===== src/rtl/power_sequencer.sv =====
// power_sequencer
//   Computes q = d**e (mod 2**M) with a runtime exponent using
//   square-and-multiply on a single shared M x M multiplier, one multiply
//   per clock. valid/ready handshakes on input and output; ovf is set when
//   the true result does not fit in M bits.
//
// Ports
//   clock      rising-edge clock
//   reset      asynchronous active-high reset
//   in_valid   d/e valid            in_ready   accepting (IDLE)
//   d [N-1:0]  base operand         e [EW-1:0] exponent
//   out_valid  q/ovf valid (DONE)   out_ready  downstream accepts result
//   q [M-1:0]  d**e mod 2**M        ovf        true result >= 2**M
//   busy       computing (CALC)
module power_sequencer #(
  parameter int unsigned N  = 4,
  parameter int unsigned EW = 4,
  parameter int unsigned M  = N * 2
) (
  input  logic          clock,
  input  logic          reset,
  input  logic          in_valid,
  output logic          in_ready,
  input  logic [N-1:0]  d,
  input  logic [EW-1:0] e,
  output logic          out_valid,
  input  logic          out_ready,
  output logic [M-1:0]  q,
  output logic          ovf,
  output logic          busy
);

  typedef enum logic [1:0] {
    S_IDLE,
    S_CALC,
    S_DONE
  } state_e;

  typedef enum logic {
    PH_MUL,
    PH_SQR
  } phase_e;

  localparam logic [M-1:0] ONE = M'(1);

  state_e        state_q, state_d;
  phase_e        phase_q, phase_d;
  logic [M-1:0]  res_q,   res_d;
  logic [M-1:0]  base_q,  base_d;
  logic [EW-1:0] exp_q,   exp_d;
  logic          ovf_r_q, ovf_r_d;
  logic [M-1:0]  q_q,     q_d;
  logic          ovf_q,   ovf_d;

  // Shared multiplier datapath
  logic          do_res;
  logic [M-1:0]  mul_a;
  logic [M-1:0]  mul_b;
  logic [2*M-1:0] prod;
  logic          prod_hi_nz;
  logic [EW-1:0] exp_shr;

  always_ff @(posedge clock or posedge reset) begin
    if (reset) begin
      state_q <= S_IDLE;
      phase_q <= PH_MUL;
      res_q   <= '0;
      base_q  <= '0;
      exp_q   <= '0;
      ovf_r_q <= 1'b0;
      q_q     <= '0;
      ovf_q   <= 1'b0;
    end else begin
      state_q <= state_d;
      phase_q <= phase_d;
      res_q   <= res_d;
      base_q  <= base_d;
      exp_q   <= exp_d;
      ovf_r_q <= ovf_r_d;
      q_q     <= q_d;
      ovf_q   <= ovf_d;
    end
  end

  // The multiplier's "a" operand is res only for a real MUL step (exponent
  // bit set); otherwise the cycle is spent squaring base. A MUL phase with
  // a clear exponent bit therefore folds directly into a square.
  always_comb begin
    do_res     = (phase_q == PH_MUL) && exp_q[0];
    mul_a      = do_res ? res_q : base_q;
    mul_b      = base_q;
    prod       = {{M{1'b0}}, mul_a} * {{M{1'b0}}, mul_b};
    prod_hi_nz = |prod[2*M-1:M];
    exp_shr    = exp_q >> 1;
  end

  always_comb begin
    state_d = state_q;
    phase_d = phase_q;
    res_d   = res_q;
    base_d  = base_q;
    exp_d   = exp_q;
    ovf_r_d = ovf_r_q;
    q_d     = q_q;
    ovf_d   = ovf_q;

    unique case (state_q)
      S_IDLE: begin
        if (in_valid) begin
          res_d   = ONE;
          base_d  = M'(d);
          exp_d   = e;
          ovf_r_d = 1'b0;
          if (e == '0) begin
            state_d = S_DONE;
            q_d     = ONE;
            ovf_d   = 1'b0;
          end else begin
            state_d = S_CALC;
            phase_d = PH_MUL;
          end
        end
      end

      S_CALC: begin
        ovf_r_d = ovf_r_q | prod_hi_nz;
        if (do_res) begin
          res_d = prod[M-1:0];
          // A remaining set bit above this one means base is still needed.
          // Base is never squared past the last use, so a flag raised on a
          // square always propagates into the true result.
          if (exp_shr != '0) begin
            phase_d = PH_SQR;
          end else begin
            state_d = S_DONE;
            q_d     = prod[M-1:0];
            ovf_d   = ovf_r_q | prod_hi_nz;
          end
        end else begin
          // exp is nonzero here and stays nonzero after the shift, because
          // a square is only entered when a higher set bit remains.
          base_d  = prod[M-1:0];
          exp_d   = exp_shr;
          phase_d = PH_MUL;
        end
      end

      S_DONE: begin
        if (out_ready) begin
          state_d = S_IDLE;
        end
      end

      default: begin
        state_d = S_IDLE;
      end
    endcase
  end

  assign in_ready  = (state_q == S_IDLE);
  assign out_valid = (state_q == S_DONE);
  assign busy      = (state_q == S_CALC);
  assign q         = q_q;
  assign ovf       = ovf_q;

endmodule


===== config.mk =====
export PLATFORM = sky130hd
export DESIGN_NAME = power_sequencer
export DESIGN_NICKNAME = d
export VERILOG_FILES = /design/src/rtl/power_sequencer.sv
export SDC_FILE = /design/constraint.sdc
export NUM_CORES = 1
export LEC_CHECK = 0
export CORE_UTILIZATION = 63
export CTS_BUF_LIST = sky130_fd_sc_hd__clkbuf_4 sky130_fd_sc_hd__clkbuf_8
export DETAILED_ROUTE_END_ITERATION = 6
export GPL_ROUTABILITY_DRIVEN = 0
export GPL_TIMING_DRIVEN = 0
export HOLD_SLACK_MARGIN = 0.08
export PLACE_DENSITY = 0.86
export RECOVER_POWER = 50
export SLEW_MARGIN = 15
export SYNTH_ARGS = -nofsm -noshare
export SYNTH_HDL_FRONTEND = slang
export SYNTH_SLANG_ARGS = --single-unit
export TNS_END_PERCENT = 20

===== constraint.sdc =====
create_clock -name clock -period 6.8 [get_ports clock]
set_input_delay 2.04 -clock clock [delete_from_list [all_inputs] [get_ports clock]]
set_output_delay 2.04 -clock clock [all_outputs]
set_load 0.1 [all_outputs]

==> impl_metrics.py <==
metrics = {
    "status": {
        "outcome": "completed",
    },
    "cts": {
        "ctsLongestPathBuffers": 2,
        "postCtsSetupBuffers": 0,
        "clock_tree_from_tritoncts": "yes",
        "worstSkewPairLatency_ns": 0.30,
        "cts_hold_buf": 0,
        "cts_root_buffer": "clkbuf_8",
        "clk_pin_slew_worst_paths_ns": 0.07,
        "cts-buffers-inserted": 5,
        "htreeDepth": 2,
        "cts.repair.resized": 0,
        "tritoncts_num_sinks": 33,
    },
    "timing": {
        "max_slew.worst_pin.slew_ns": 1.27,
        "part_of_the_cycle_the_worst_path_needs_pct": 86.8,
        "finalWorstSetupSlack_ns": 0.899,
        "slew_headroom_pct": 15.4,
        "count_of_pins_over_their_slew_limit": 0,
        "final-setup-viol-count": 0,
        "tns_ns": 0,
        "achievable_frequency_mhz": 169,
        "hold_violations": 0,
        "finalCriticalPeriod_ns": 5.90,
        "grt_setup_unrepaired": "false",
        "finClkSkew_ns": 0.00609,
    },
    "detailed_routing": {
        "detail_route.vias_per_cell": 5.97,
        "route.detailed.drc": 0,
        "first_pass_iters": 6,
        "final_ant_viol_nets": 0,
        "wl_um": 8800,
        "detailroute.via_count": 3192,
        "initialDrtViolationCount": 191,
        "routed_wire_length_per_instance_um": 16.5,
    },
    "synth": {
        "yosys.cell_types.count": 63,
        "synth_enable_flop_cells": 0,
        "yosysSeqAreaShare_pct": 21.4,
        "asyncSetResetFlopFracSynth_pct": 100,
        "post_synth_most_frequent_cells": "inv_1, nand2_1, fa_1, ha_1, dfrtp_1",
        "synth_top_area_cell": "dfrtp_1",
        "synth_top_cells_by_area": "dfrtp_1, fa_1, ha_1, inv_1, nand2_1",
        "synth_area_mm2": 0.00386,
        "syn_inst_count": 429,
        "postSynthAreaPerCell_um2": 8.99,
        "warning_count_from_the_yosys_run": 0,
        "synth.most_common_cell": "inv_1",
        "yosys_register_bits": 33,
        "netlist.area_leader.share_pct": 21.4,
        "synth_top_flop_cell": "dfrtp_1",
        "synth.net_count": 513,
    },
    "grt": {
        "grt_usage_pct": 31.2,
        "antenna_found_initial": 0,
        "grt_pass1_wl_um": 15200,
        "grt_start_max_net_pins": 34,
        "first_global_vias": 3330,
        "overflow": 0,
    },
    "worst_setup_path": {
        "timing.critical_path.cells": "nor2b_1, clkbuf_1, mux2i_1, nand2b_1, fa_1, fa_1, inv_1, fa_1, inv_1, fa_1, inv_1, ha_1, o21ai_2, o211a_1, nor4_1, o2111ai_1, nor4_2, o211ai_1",
        "worst-endpoint-arrival_ns": 6.06,
        "rr_endpoint": "ovf$_DFFE_PP0P_",
        "timing_worst_setup_path_type": "register to register",
        "startpoint_type": "register",
        "crit_path_max_incr_delay_ns": 0.60,
        "rr_startpoint": "exp_q[0]$_DFFE_PP0P_",
        "timing.reg2reg.setup_slack_ns": 0.90,
        "worstRegToRegCells": 18,
        "critical_path.endpoint_type": "register",
        "cpMaxStageDelayCell": "mux2i_1",
        "critPathMostFrequentCell": "fa_1",
        "cp.required_ns": 6.96,
        "critPathMaxFanout": 10,
    },
    "floorplanning": {
        "fp.dieH_um": 80.2,
        "fp.dieW_um": 80.2,
        "fp.coreArea_mm2": 0.00592,
        "number_of_rows_in_the_core_area": 28,
        "top_level_ports": 24,
        "floorplan.initialDensity_pct": 65.1,
        "floorplan.die_area_mm2": 0.00644,
    },
    "finish": {
        "nNetsFinal": 543,
        "drive_gt1_share_pct": 7.61,
        "n_antenna_cell": 0,
        "instances_no_fill": 535,
        "synthToLayoutAreaGrowth_pct": 10.5,
        "fill_cell_count": 447,
        "postLayoutCoreUtil_pct": 72.0,
    },
    "place": {
        "detailedPlacementHpwl_um": 6920,
        "dpl_worst_slack_ns": 0.992,
        "placement.io_buffers": 23,
        "numPlacedInstances": 527,
    },
    "worst_hold_path": {
        "hold_path_depth": 2,
        "holdPathEnd": "q[4]$_DFFE_PP0P_",
        "min-delay-start": "q[4]$_DFFE_PP0P_",
        "worstHoldPathType": "register to register",
    },
    "job": {
        "number_of_violations_of_the_max_capacitance_limit": 0,
    },
}
-- worst max-delay path, delay by kind of cell, from the launching register on --
| family | cells | cell delay [ns] |
|---|---|---|
| flops | 1 | 0.38 |
| simple gates | 4 | 1.13 |
| buf+inv | 4 | 0.58 |
| fa+ha+maj | 5 | 2.39 |
| compound gates | 4 | 0.69 |
| mux | 1 | 0.60 |
-- layer usage --
metal  up-vias  GRT usage, %  share of wire [%]  wire length, um
met5         -             0                  0                0
met4         0          11.3                2.5              224
met3        28          7.16                5.9              517
met2       120          52.4                 49             4320
met1      1577          39.1                 42             3740
li1       1467             -                  -                -
-- state kept, by name, indices dropped and copies added (netlist names) --
register,count
res_q,8
phase_q,1
ovf_r_q,1
base_q,8
ovf,1
state_q,2
q,8
exp_q,4
-- cells by family after synthesis --
| family | Yosys count | share of synthesized area [%] |
|---|---|---|
| AO/OA/AOI/OAI | 77 | 13.8 |
| XOR/XNOR | 5 | 1.14 |
| adder cells (fa/ha/maj) | 72 | 30.4 |
| buffers and inverters | 82 | 8.47 |
| flip-flops | 33 | 21.4 |
| multiplexers | 20 | 5.61 |
| AND/OR/NAND/NOR | 140 | 19.2 |
-- area by class of cell --
class / instances / area (um2) / share of cell area [%]
inverter: 64 / 240 / 5.64
timing repair buffer: 23 / 230 / 5.40
clock buffer: 6 / 76.3 / 1.79
sequential: 33 / 826 / 19.4
tap: 75 / 93.8 / 2.20
clock inverter: 2 / 10.0 / 0.235
buffer: 18 / 82.6 / 1.94
multi-input combinational: 314 / 2700 / 63.4
-- layout by cell type (no fill, tap or decap), drive strengths merged, types with 4 or more instances in the layout --
master / n
ha: 36
clkdlybuf4s50: 20
nor2b: 15
o21ai: 24
nand2b: 9
mux2i: 7
and2: 26
nand3: 6
buf: 7
a21oi: 17
inv: 63
fa: 36
o211ai: 4
mux2: 13
nor2: 9
clkbuf: 17
dfrtp: 33
nand2: 55
o21a: 4
-- per-stage QoR --
step	hold WS (ns)	cell area, um2
4_1_cts	0.476	4270
3_3_place_gp	0.457	4180
6_report	0.475	4260
5_1_grt	0.501	4260
3_5_place_dp	0.462	4180
2_1_floorplan	0.463	3860
-- worst max-delay path by stage --
| stage | from | slack (ns) | endpoint |
|---|---|---|---|
| floorplan | phase_q$_DFFE_PP0P_ | 1.74 | ovf_r_q$_DFFE_PP0P_ |
| global placement | exp_q[0]$_DFFE_PP0P_ | 1.03 | ovf$_DFFE_PP0P_ |
| detailed placement | exp_q[0]$_DFFE_PP0P_ | 0.99 | ovf$_DFFE_PP0P_ |
| CTS | phase_q$_DFFE_PP0P_ | 0.96 | ovf$_DFFE_PP0P_ |
| global route | exp_q[0]$_DFFE_PP0P_ | 0.52 | ovf$_DFFE_PP0P_ |
| finish | exp_q[0]$_DFFE_PP0P_ | 0.90 | ovf$_DFFE_PP0P_ |
Power is not shown: default switching activity piles up to over one toggle a cycle in this logic, so the estimate is an artifact.
